## config.mk

```make
export PLATFORM = sky130hd
export DESIGN_NAME = conv_controller
export DESIGN_NICKNAME = d
export VERILOG_FILES = /design/src/rtl/conv_pkg.sv /design/src/rtl/conv_out_tracker.sv /design/src/rtl/conv_controller.sv
export SDC_FILE = /design/constraint.sdc
export NUM_CORES = 1
export LEC_CHECK = 0
export CORE_ASPECT_RATIO = 0.8
export CORE_MARGIN = 3
export CORE_UTILIZATION = 53
export DETAILED_ROUTE_END_ITERATION = 8
export GPL_TIMING_DRIVEN = 0
export MAX_ROUTING_LAYER = met4
export PLACE_DENSITY = 0.83
export SYNTH_ARGS = -nofsm -noshare
export SYNTH_HDL_FRONTEND = slang
export SYNTH_SLANG_ARGS = --single-unit
```

## constraint.sdc

```tcl
create_clock -name clk -period 3.8 [get_ports clk]
set_clock_uncertainty 0.05 [all_clocks]
set_input_delay 0.57 -clock clk [delete_from_list [all_inputs] [get_ports clk]]
set_output_delay 0.57 -clock clk [all_outputs]
set_load 0.005 [all_outputs]
```

## src/rtl/conv_pkg.sv

```systemverilog
// Shared types and constants for the convolution control FSM.
// Holds the state enum, memory-select codes and the state-to-control decode.
package conv_pkg;

    typedef enum logic [3:0] {
        IDLE,
        INIT,
        LD_FILT,
        LD_IMG,
        WIN,
        MAC,
        STORE,
        WR,
        SHIFT,
        DONE
    } conv_state_t;

    localparam logic [1:0] MEM_SEL_IMG  = 2'd0;
    localparam logic [1:0] MEM_SEL_FILT = 2'd1;
    localparam logic [1:0] MEM_SEL_RES  = 2'd2;

    localparam int PACK_WORDS = 4;
    localparam int MAC_TAPS   = 16;

    typedef struct packed {
        logic       load_x;
        logic       sel_x;
        logic       load_y;
        logic       sel_y;
        logic       load_z;
        logic       sel_z;
        logic [1:0] mem_addr_sel;
        logic       mem_write_en;
        logic       write_buff_en;
        logic       write_buff_counter_en;
        logic       read_buff_counter_en;
        logic       shift_buff;
        logic       write_filter_buff_en;
        logic       write_filter_buff_counter_en;
        logic       read_filter_buff_counter_en;
        logic       write_window_buff_en;
        logic       clear_mac;
        logic       partial_res_en;
        logic       shift_reg_en;
        logic       finalize_shift_reg;
        logic       done;
    } conv_ctrl_t;

    // Moore decode: every control bit is a function of the state alone.
    function automatic conv_ctrl_t decode(input conv_state_t s);
        conv_ctrl_t c;
        c = '0;
        case (s)
            INIT: begin
                c.load_x = 1'b1;
                c.load_y = 1'b1;
                c.load_z = 1'b1;
            end
            LD_FILT: begin
                c.mem_addr_sel                 = MEM_SEL_FILT;
                c.write_filter_buff_en         = 1'b1;
                c.write_filter_buff_counter_en = 1'b1;
                c.load_y                       = 1'b1;
                c.sel_y                        = 1'b1;
            end
            LD_IMG: begin
                c.mem_addr_sel          = MEM_SEL_IMG;
                c.write_buff_en         = 1'b1;
                c.write_buff_counter_en = 1'b1;
                c.load_x                = 1'b1;
                c.sel_x                 = 1'b1;
            end
            WIN: begin
                c.write_window_buff_en = 1'b1;
                c.clear_mac            = 1'b1;
            end
            MAC: begin
                c.partial_res_en              = 1'b1;
                c.read_filter_buff_counter_en = 1'b1;
            end
            STORE: begin
                c.shift_reg_en         = 1'b1;
                c.read_buff_counter_en = 1'b1;
            end
            WR: begin
                c.finalize_shift_reg = 1'b1;
                c.mem_write_en       = 1'b1;
                c.mem_addr_sel       = MEM_SEL_RES;
                c.load_z             = 1'b1;
                c.sel_z              = 1'b1;
            end
            SHIFT: c.shift_buff = 1'b1;
            DONE:  c.done       = 1'b1;
            default: ;
        endcase
        return c;
    endfunction

endpackage

```

## src/rtl/conv_out_tracker.sv

```systemverilog
// Output bookkeeping: job output count, position within the packed word,
// and the image-buffer read-wrap flag carried from STORE to WR.
module conv_out_tracker
    import conv_pkg::*;
#(
    parameter int NUM_OUTPUTS = 48,
    parameter int OUT_CNT_W   = 6
) (
    input  logic clk,
    input  logic rst,
    input  logic clr_i,
    input  logic store_i,
    input  logic shift_i,
    input  logic rd_cout_i,
    output logic last_in_word_o,
    output logic job_last_o,
    output logic rd_wrap_o
);

    localparam logic [OUT_CNT_W-1:0] LAST_OUT = OUT_CNT_W'(NUM_OUTPUTS);
    localparam logic [1:0]           LAST_PK  = 2'(PACK_WORDS - 1);

    logic [OUT_CNT_W-1:0] out_cnt_q, out_cnt_d;
    logic [1:0]           pack_cnt_q, pack_cnt_d;
    logic                 rd_wrap_q, rd_wrap_d;

    always_comb begin
        out_cnt_d  = out_cnt_q;
        pack_cnt_d = pack_cnt_q;
        rd_wrap_d  = rd_wrap_q;
        if (clr_i) begin
            out_cnt_d  = '0;
            pack_cnt_d = '0;
        end else if (store_i) begin
            pack_cnt_d = pack_cnt_q + 2'd1;
            if (out_cnt_q != LAST_OUT) begin
                out_cnt_d = out_cnt_q + 1'b1;
            end
        end
        if (store_i && rd_cout_i) begin
            rd_wrap_d = 1'b1;
        end else if (shift_i) begin
            rd_wrap_d = 1'b0;
        end
    end

    always_ff @(posedge clk or posedge rst) begin
        if (rst) begin
            out_cnt_q  <= '0;
            pack_cnt_q <= '0;
            rd_wrap_q  <= 1'b0;
        end else begin
            out_cnt_q  <= out_cnt_d;
            pack_cnt_q <= pack_cnt_d;
            rd_wrap_q  <= rd_wrap_d;
        end
    end

    assign last_in_word_o = (pack_cnt_q == LAST_PK);
    assign job_last_o     = (out_cnt_q == LAST_OUT);
    assign rd_wrap_o      = rd_wrap_q;

endmodule

```

## src/rtl/conv_controller.sv

```systemverilog
// Convolution job sequencer driving the datapath from its counter carry-outs.
// Define CONV_CTRL_PERF_EN to add the cycle_count performance counter.
module conv_controller
    import conv_pkg::*;
#(
    parameter int NUM_OUTPUTS = 48,
    parameter int OUT_CNT_W   = 6
) (
    input  logic        clk,
    input  logic        rst,
    input  logic        start,
    input  logic        cout_filter_write_index,
    input  logic        cout_mac_index,
    input  logic        cout_buff_write_index,
    input  logic        cout_buff_read_index,
    output logic        load_x,
    output logic        sel_x,
    output logic        load_y,
    output logic        sel_y,
    output logic        load_z,
    output logic        sel_z,
    output logic [1:0]  mem_addr_sel,
    output logic        mem_write_en,
    output logic        write_buff_en,
    output logic        write_buff_counter_en,
    output logic        read_buff_counter_en,
    output logic        shift_buff,
    output logic        write_filter_buff_en,
    output logic        write_filter_buff_counter_en,
    output logic        read_filter_buff_counter_en,
    output logic        write_window_buff_en,
    output logic        clear_mac,
    output logic        partial_res_en,
    output logic        shift_reg_en,
    output logic        finalize_shift_reg,
`ifdef CONV_CTRL_PERF_EN
    output logic [15:0] cycle_count,
`endif
    output logic        done
);

    conv_state_t state_q, state_d;
    conv_ctrl_t  ctrl_q;
    logic        last_in_word, job_last, rd_wrap;

    conv_out_tracker #(
        .NUM_OUTPUTS (NUM_OUTPUTS),
        .OUT_CNT_W   (OUT_CNT_W)
    ) u_tracker (
        .clk            (clk),
        .rst            (rst),
        .clr_i          (state_q == INIT),
        .store_i        (state_q == STORE),
        .shift_i        (state_q == SHIFT),
        .rd_cout_i      (cout_buff_read_index),
        .last_in_word_o (last_in_word),
        .job_last_o     (job_last),
        .rd_wrap_o      (rd_wrap)
    );

    always_comb begin
        state_d = state_q;
        case (state_q)
            IDLE:    if (start) state_d = INIT;
            INIT:    state_d = LD_FILT;
            LD_FILT: if (cout_filter_write_index) state_d = LD_IMG;
            LD_IMG:  if (cout_buff_write_index) state_d = WIN;
            WIN:     state_d = MAC;
            MAC:     if (cout_mac_index) state_d = STORE;
            STORE: begin
                if (last_in_word)              state_d = WR;
                else if (cout_buff_read_index) state_d = SHIFT;
                else                           state_d = WIN;
            end
            // A read wrap seen in STORE is deferred until the word is written.
            WR: begin
                if (job_last)     state_d = DONE;
                else if (rd_wrap) state_d = SHIFT;
                else              state_d = WIN;
            end
            SHIFT:   state_d = LD_IMG;
            DONE:    state_d = IDLE;
            default: state_d = IDLE;
        endcase
    end

    // Outputs are registered from the next state so they stay pure Moore.
    always_ff @(posedge clk or posedge rst) begin
        if (rst) begin
            state_q <= IDLE;
            ctrl_q  <= '0;
        end else begin
            state_q <= state_d;
            ctrl_q  <= decode(state_d);
        end
    end

`ifdef CONV_CTRL_PERF_EN
    logic [15:0] cycle_q;

    always_ff @(posedge clk or posedge rst) begin
        if (rst) begin
            cycle_q <= '0;
        end else if (state_q == INIT) begin
            cycle_q <= '0;
        end else if (state_q != IDLE && state_q != DONE
                     && cycle_q != 16'hFFFF) begin
            cycle_q <= cycle_q + 16'd1;
        end
    end

    assign cycle_count = cycle_q;
`endif

    assign load_x                       = ctrl_q.load_x;
    assign sel_x                        = ctrl_q.sel_x;
    assign load_y                       = ctrl_q.load_y;
    assign sel_y                        = ctrl_q.sel_y;
    assign load_z                       = ctrl_q.load_z;
    assign sel_z                        = ctrl_q.sel_z;
    assign mem_addr_sel                 = ctrl_q.mem_addr_sel;
    assign mem_write_en                 = ctrl_q.mem_write_en;
    assign write_buff_en                = ctrl_q.write_buff_en;
    assign write_buff_counter_en        = ctrl_q.write_buff_counter_en;
    assign read_buff_counter_en         = ctrl_q.read_buff_counter_en;
    assign shift_buff                   = ctrl_q.shift_buff;
    assign write_filter_buff_en         = ctrl_q.write_filter_buff_en;
    assign write_filter_buff_counter_en = ctrl_q.write_filter_buff_counter_en;
    assign read_filter_buff_counter_en  = ctrl_q.read_filter_buff_counter_en;
    assign write_window_buff_en         = ctrl_q.write_window_buff_en;
    assign clear_mac                    = ctrl_q.clear_mac;
    assign partial_res_en               = ctrl_q.partial_res_en;
    assign shift_reg_en                 = ctrl_q.shift_reg_en;
    assign finalize_shift_reg           = ctrl_q.finalize_shift_reg;
    assign done                         = ctrl_q.done;

endmodule

```

Yosys cells after proc, flatten, opt, wreduce, memory -nomap -nowiden
Cells that the tools add are included.
Storage, ports and cells
  flip-flop bits (word level): 31
  input port bits: 7
  output and inout bits: 22
  logic and storage cells: 82
Operators by class
  $add $sub $neg: 2
  eq/ne operators: 20
  mux-type cells: 30
  reduce and logical (&&, ||, !) cells: 9
Operator list (number)
  $pmux 4 s9: 1
  $eq 4x3->1 const B: 8
  $mux 4: 8
  $mux 6: 3
  $eq 4x2->1 const B: 4
  $eq 4x4->1 const B: 3
  $mux 1: 12
  $mux 2: 5
  $eq 4x1->1 const B: 2
  $add 6x1->6 const B: 1
  $eq 6x6->1 const B: 1
  $ne 6x6->1 const B: 1
  $reduce_bool 2->1: 3
  $reduce_or 2->1: 3
  $logic_not 4->1: 1
  $pmux 2 s2: 1
  $add 2x1->2 const B: 1
  $eq 2x2->1 const B: 1
  $reduce_and 2->1: 1
  $logic_and 1x1->1: 1

Logic depth before layout (Yosys ltp)
  depth after elaboration: 6
  depth in mapped cells: 7
  depth with buffers taken out: 7

By module
A second synthesis with hierarchy kept.
Unflattened totals
  cell total of the unflattened synthesis: 135
  area, all modules: 1477.7 µm²
Modules (own cells, without submodules)
  conv_controller: times used 1, cells each 82, area an instance 930.9 µm², sequential area each 400.4 µm²
  conv_out_tracker: times used 1, cells each 53, area an instance 546.8 µm², sequential area each 225.2 µm²

Worst setup path before layout
Ideal clock, no wire load.
  path kind: register -> register
  from: reg u_tracker.out_cnt_q[0]
  to: reg ctrl_q (netlist bit load_x)
  library setup time: 0.129 ns
  arrival time: 1.591 ns
  required time: 3.621 ns
  setup slack: 2.030 ns
  cell stages (with the launch flop): 8
  path buffers: 1
  clock period less this slack: 1.770 ns
  path through: dfrtp_1 -> inv_1 -> ha_1 -> nand4b_1 -> nor3_1 -> or4_4 -> buf_6 -> nor3b_1
On the way
  cells in the longest elaborated chain, start to end: 6
  elaborated cells between the ends (all ways): 7
  classes of those cells: eq/ne (3); mux (3); reduce/logical (1)
Ends and longest elaborated chain
  start: declaration: line conv_out_tracker.sv:23  | logic [OUT_CNT_W-1:0] out_cnt_q, out_cnt_d;
  start signal: assignment: line conv_out_tracker.sv:53  | out_cnt_q <= out_cnt_d;
  $eq 6x6->1 *: line conv_out_tracker.sv:60  | assign job_last_o = (out_cnt_q == LAST_OUT);
  $mux 4 *: line conv_controller.sv:77  | if (job_last) state_d = DONE;
  $pmux 4 s9 *: line conv_controller.sv:63  | case (state_q)
  via state_d[0]: line conv_controller.sv:42  | conv_state_t state_q, state_d;
  $eq 4x1->1 / $eq 4x2->1 (equally long branches): line conv_pkg.sv:53  | case (s)
  $reduce_or 2->1 (no line) *
  $mux 1 *: line conv_pkg.sv:53
  end signal: assignment: line conv_controller.sv:94  | ctrl_q <= decode(state_d);
  end: declaration: line conv_controller.sv:43  | conv_ctrl_t ctrl_q;
Mark *: on every way through the listed nets, which the timed path passes. The rest lies on a longest branch.
A chain may end at the register's enable or synchronous reset.

Final worst setup path
Same ends and word-level chain as after synthesis.

==> metrics.md <==
| Metric | Value |
|---|---|
| Crit Reg-Reg Startpoint | u_tracker.out_cnt_q[0]$_DFFE_PP0P_ |
| TritonRoute pass-1 iters | 4 |
| Final worst setup slack | 1820 ps |
| Vias | 976 |
| Post-layout min period | 1980 ps |
| CTS hold repair buffers | 0 |
| Commonest non-fill, non-tap cells in the layout | clkdlybuf4s50_1 (28), dfrtp_1 (25), nor2_1 (14) |
| Initial core utilization | 58.4% |
| Worst reg2reg endpoint | load_x$_DFF_PP0_ |
| Worst hold path class | reg -> reg |
| CTS max path bufs | 2 |
| Pre-CTS setup slack | 1560 ps |
| Syn Area/Cell | 10.7 um2 |
| # rows | 15 |
| Outcome | completed |
| Normalized max-slew margin | 37.4% |
| Final Hold Violating Endpoints | 0 |
| Post-cts sizing count | 0 |
| Lkg Pwr | 0.757 nW |
| Layout fillers | 178 |
| Total track usage | 19.1% |
| Largest regs | u_tracker.out_cnt_q: 6 flops, state_q: 4 flops, u_tracker.pack_cnt_q: 2 flops |
| Setup tns final | 0 ps |
| Biggest register | u_tracker.out_cnt_q |
| Antenna Cells | 0 |
| CP endpoint | load_x$_DFF_PP0_ |
| Fmax achieved | 506 MHz |
| Clk sinks | 25 |
| Post-synth top area share | 47.5% |
| Mean routed wirelength per cell | 13.9 um |
| Final setup violation count | 0 |
| Period utilization | 52.0% |
| Largest net degree at the start of global routing | 26 |
| Area Overhead vs Synth | 25.7% |
| Synthesized area | 1320 um2 |
| Clock-pin slew of the registers on the worst-case setup and hold paths | 130 ps |
| Hold_ws | 505 ps |
| Postcts setup bufs | 0 |
| Ys flop type | dfrtp_1 |
| RSZ-0062 raised after global routing | no |
| Mapped Cells | 123 |
| Layout cells sized above 1 | 20.0% |
| Final wirelength | 2490 um |
| DR vias/cell | 5.42 |
| Slew Viols, Final | 0 |
| Post-synth EDFFs | 0 |
| Seq cells post-synth | 25 |
| Netlist cell types | 43 |
| Antenna Nets Post-Route | 0 |
| CP arrival | 2130 ps |
| CP endpoint kind | flop |
| Die ar. | 3120 um2 |
| GPL Wtd Cong | 0.865 |
| Max-cap violations | 0 |
| Actual slew at the worst max-slew pin | 938 ps |
| Worst vdd ir | 0.000426 V |
| CTS buffer count | 3 |
| Max FO, Critical Path | 9 |
| Top-Level Pins | 29 |
| Drt drc | 0 |
| CTS tree | done |
| First-pass GRT wire length | 4410 um |
| Layout Nets | 166 |
| Commonest non-fill, non-tap cell in the layout | clkdlybuf4s50_1 |
| Max FFs per register | 6 |
| Post-DP HPWL | 1930 um |
| Worst path cell trace | inv_1 > ha_1 > nand4b_1 > nor3_1 > or4_4 > buf_6 > nor3b_1 |
| Crit path kind | reg -> reg |
| Seq/Total Area, Yosys | 47.5% |
| Core area | 2250 um2 |
| WP depth | 7 |
| GRT overflow | 0 |
| PwrDens | 657 nW/um2 |
| Worst Path Buf+Inv | 2 |
| R2R depth | 7 |
| CP max stage delay | 540 ps |
| Initial drt markers | 43 |
| Worst Setup SP | u_tracker.out_cnt_q[0]$_DFFE_PP0P_ |
| Chip width | 61.7 um |
| Top delay family on crit path | simple AND/OR/NAND/NOR gates |
| Die H | 50.6 um |
| Req. time, crit path | 3960 ps |
| Clk_lat worst skew | 310 ps |
| Initial antenna violation count | 0 |
| R2R Setup Slk | 1820 ps |
| Root Buffer | clkbuf_4 |
| Async SR Flop Fraction | 100% |
| Warnings, synthesis | 0 |
| Combined area of the multi-input logic cells | 536 um2 |
| Post-synth top area cell | dfrtp_1 |
| Slowest CP cell | or4_4 |
| CP startpoint kind | flop |
| Synth area leaders | dfrtp_1 (48%), buf_4 (6.8%), nor2_1 (4.0%) |
| Vias in the first global route | 990 |
| Post-Synthesis Net Count | 133 |
| Port-buffer cells | 28 |
| Sequential cell area | 626 um2 |
| H-tree levels | 1 |
worst register-to-register path: stages, from the launching register on:
cell      delay (ps)
dfrtp_1          410
inv_1             90
ha_1             200
nand4b_1         170
nor3_1           110
or4_4            550
buf_6            160
nor3b_1          140
area by class of cell:
class / count / area share [%]
sequential: 25 / 37.8
buffer: 16 / 7.79
tap: 25 / 1.89
clock buffer: 4 / 1.59
inverter: 7 / 1.59
timing repair buffer: 28 / 16.9
multi-input combinational: 75 / 32.4
power by group:
part	internal (mW)	switching (mW)
clock	0.0410	0.0735
sequential	0.340	0.0496
combinational	0.319	0.263
synth_stat cells, types with 2 or more instances:
cell type  count
nand2b_1       2
nand2_1        3
buf_4         12
xor2_1         2
nor3b_1        2
buf_6          3
nand4b_1       4
nor2b_1        2
nand3_1        2
xnor2_1        3
and2_1         2
nor2_2         3
ha_1           3
mux2i_1        2
nor2_1        14
a21oi_1        2
nand4_1        2
o21ai_0        4
or3b_1         2
inv_1          7
dfrtp_1       25
per-layer routing:
metal / wire (um) / part of all wire (%) / up-vias / global-route usage, %
li1: - / - / 474 / -
met2: 1120 / 45 / 45 / 30.1
met5: 0 / 0 / - / -
met3: 222 / 8.9 / 2 / 6.94
met4: 14 / 0.56 / 0 / 2.83
met1: 1130 / 45 / 455 / 24.0
worst min path at each step:
stage                                         from                                  end  slack, ps  cells past startpoint
4_1_cts            u_tracker.rd_wrap_o$_DFFE_PP0P_      u_tracker.rd_wrap_o$_DFFE_PP0P_        510                      2
3_3_place_gp       u_tracker.rd_wrap_o$_DFFE_PP0P_      u_tracker.rd_wrap_o$_DFFE_PP0P_        450                      2
6_report       u_tracker.pack_cnt_q[1]$_DFFE_PP0P_  u_tracker.pack_cnt_q[1]$_DFFE_PP0P_        510                      2
2_1_floorplan      u_tracker.rd_wrap_o$_DFFE_PP0P_      u_tracker.rd_wrap_o$_DFFE_PP0P_        430                      2
3_5_place_dp       u_tracker.rd_wrap_o$_DFFE_PP0P_      u_tracker.rd_wrap_o$_DFFE_PP0P_        480                      2
5_1_grt        u_tracker.pack_cnt_q[1]$_DFFE_PP0P_  u_tracker.pack_cnt_q[1]$_DFFE_PP0P_        550                      2
kinds of logic (layout without fill, tap and decap cells):
family | count (synthesis) | count (layout) | synth area share [%]
compound gates | 14 | 14 | 7.89
mux | 2 | 2 | 1.52
simple gates | 51 | 51 | 25.1
buf+inv | 23 | 55 | 11.8
flops | 25 | 25 | 47.5
xor+xnor | 5 | 5 | 3.33
fa+ha+maj | 3 | 3 | 2.85
through the flow:
stage / std cells / util, % / power (mW) / instance area [um2]
after floorplan: 123 / - / 0.783 / 1320
after global placement: 176 / 72.3 / 0.953 / 1630
after detailed placement: 176 / 72.3 / 0.980 / 1630
after CTS: 180 / 73.4 / 1.09 / 1650
after global routing: 180 / 73.4 / 1.18 / 1650
final: 180 / 73.4 / 1.09 / 1650
(Power assumes the default switching activity.)
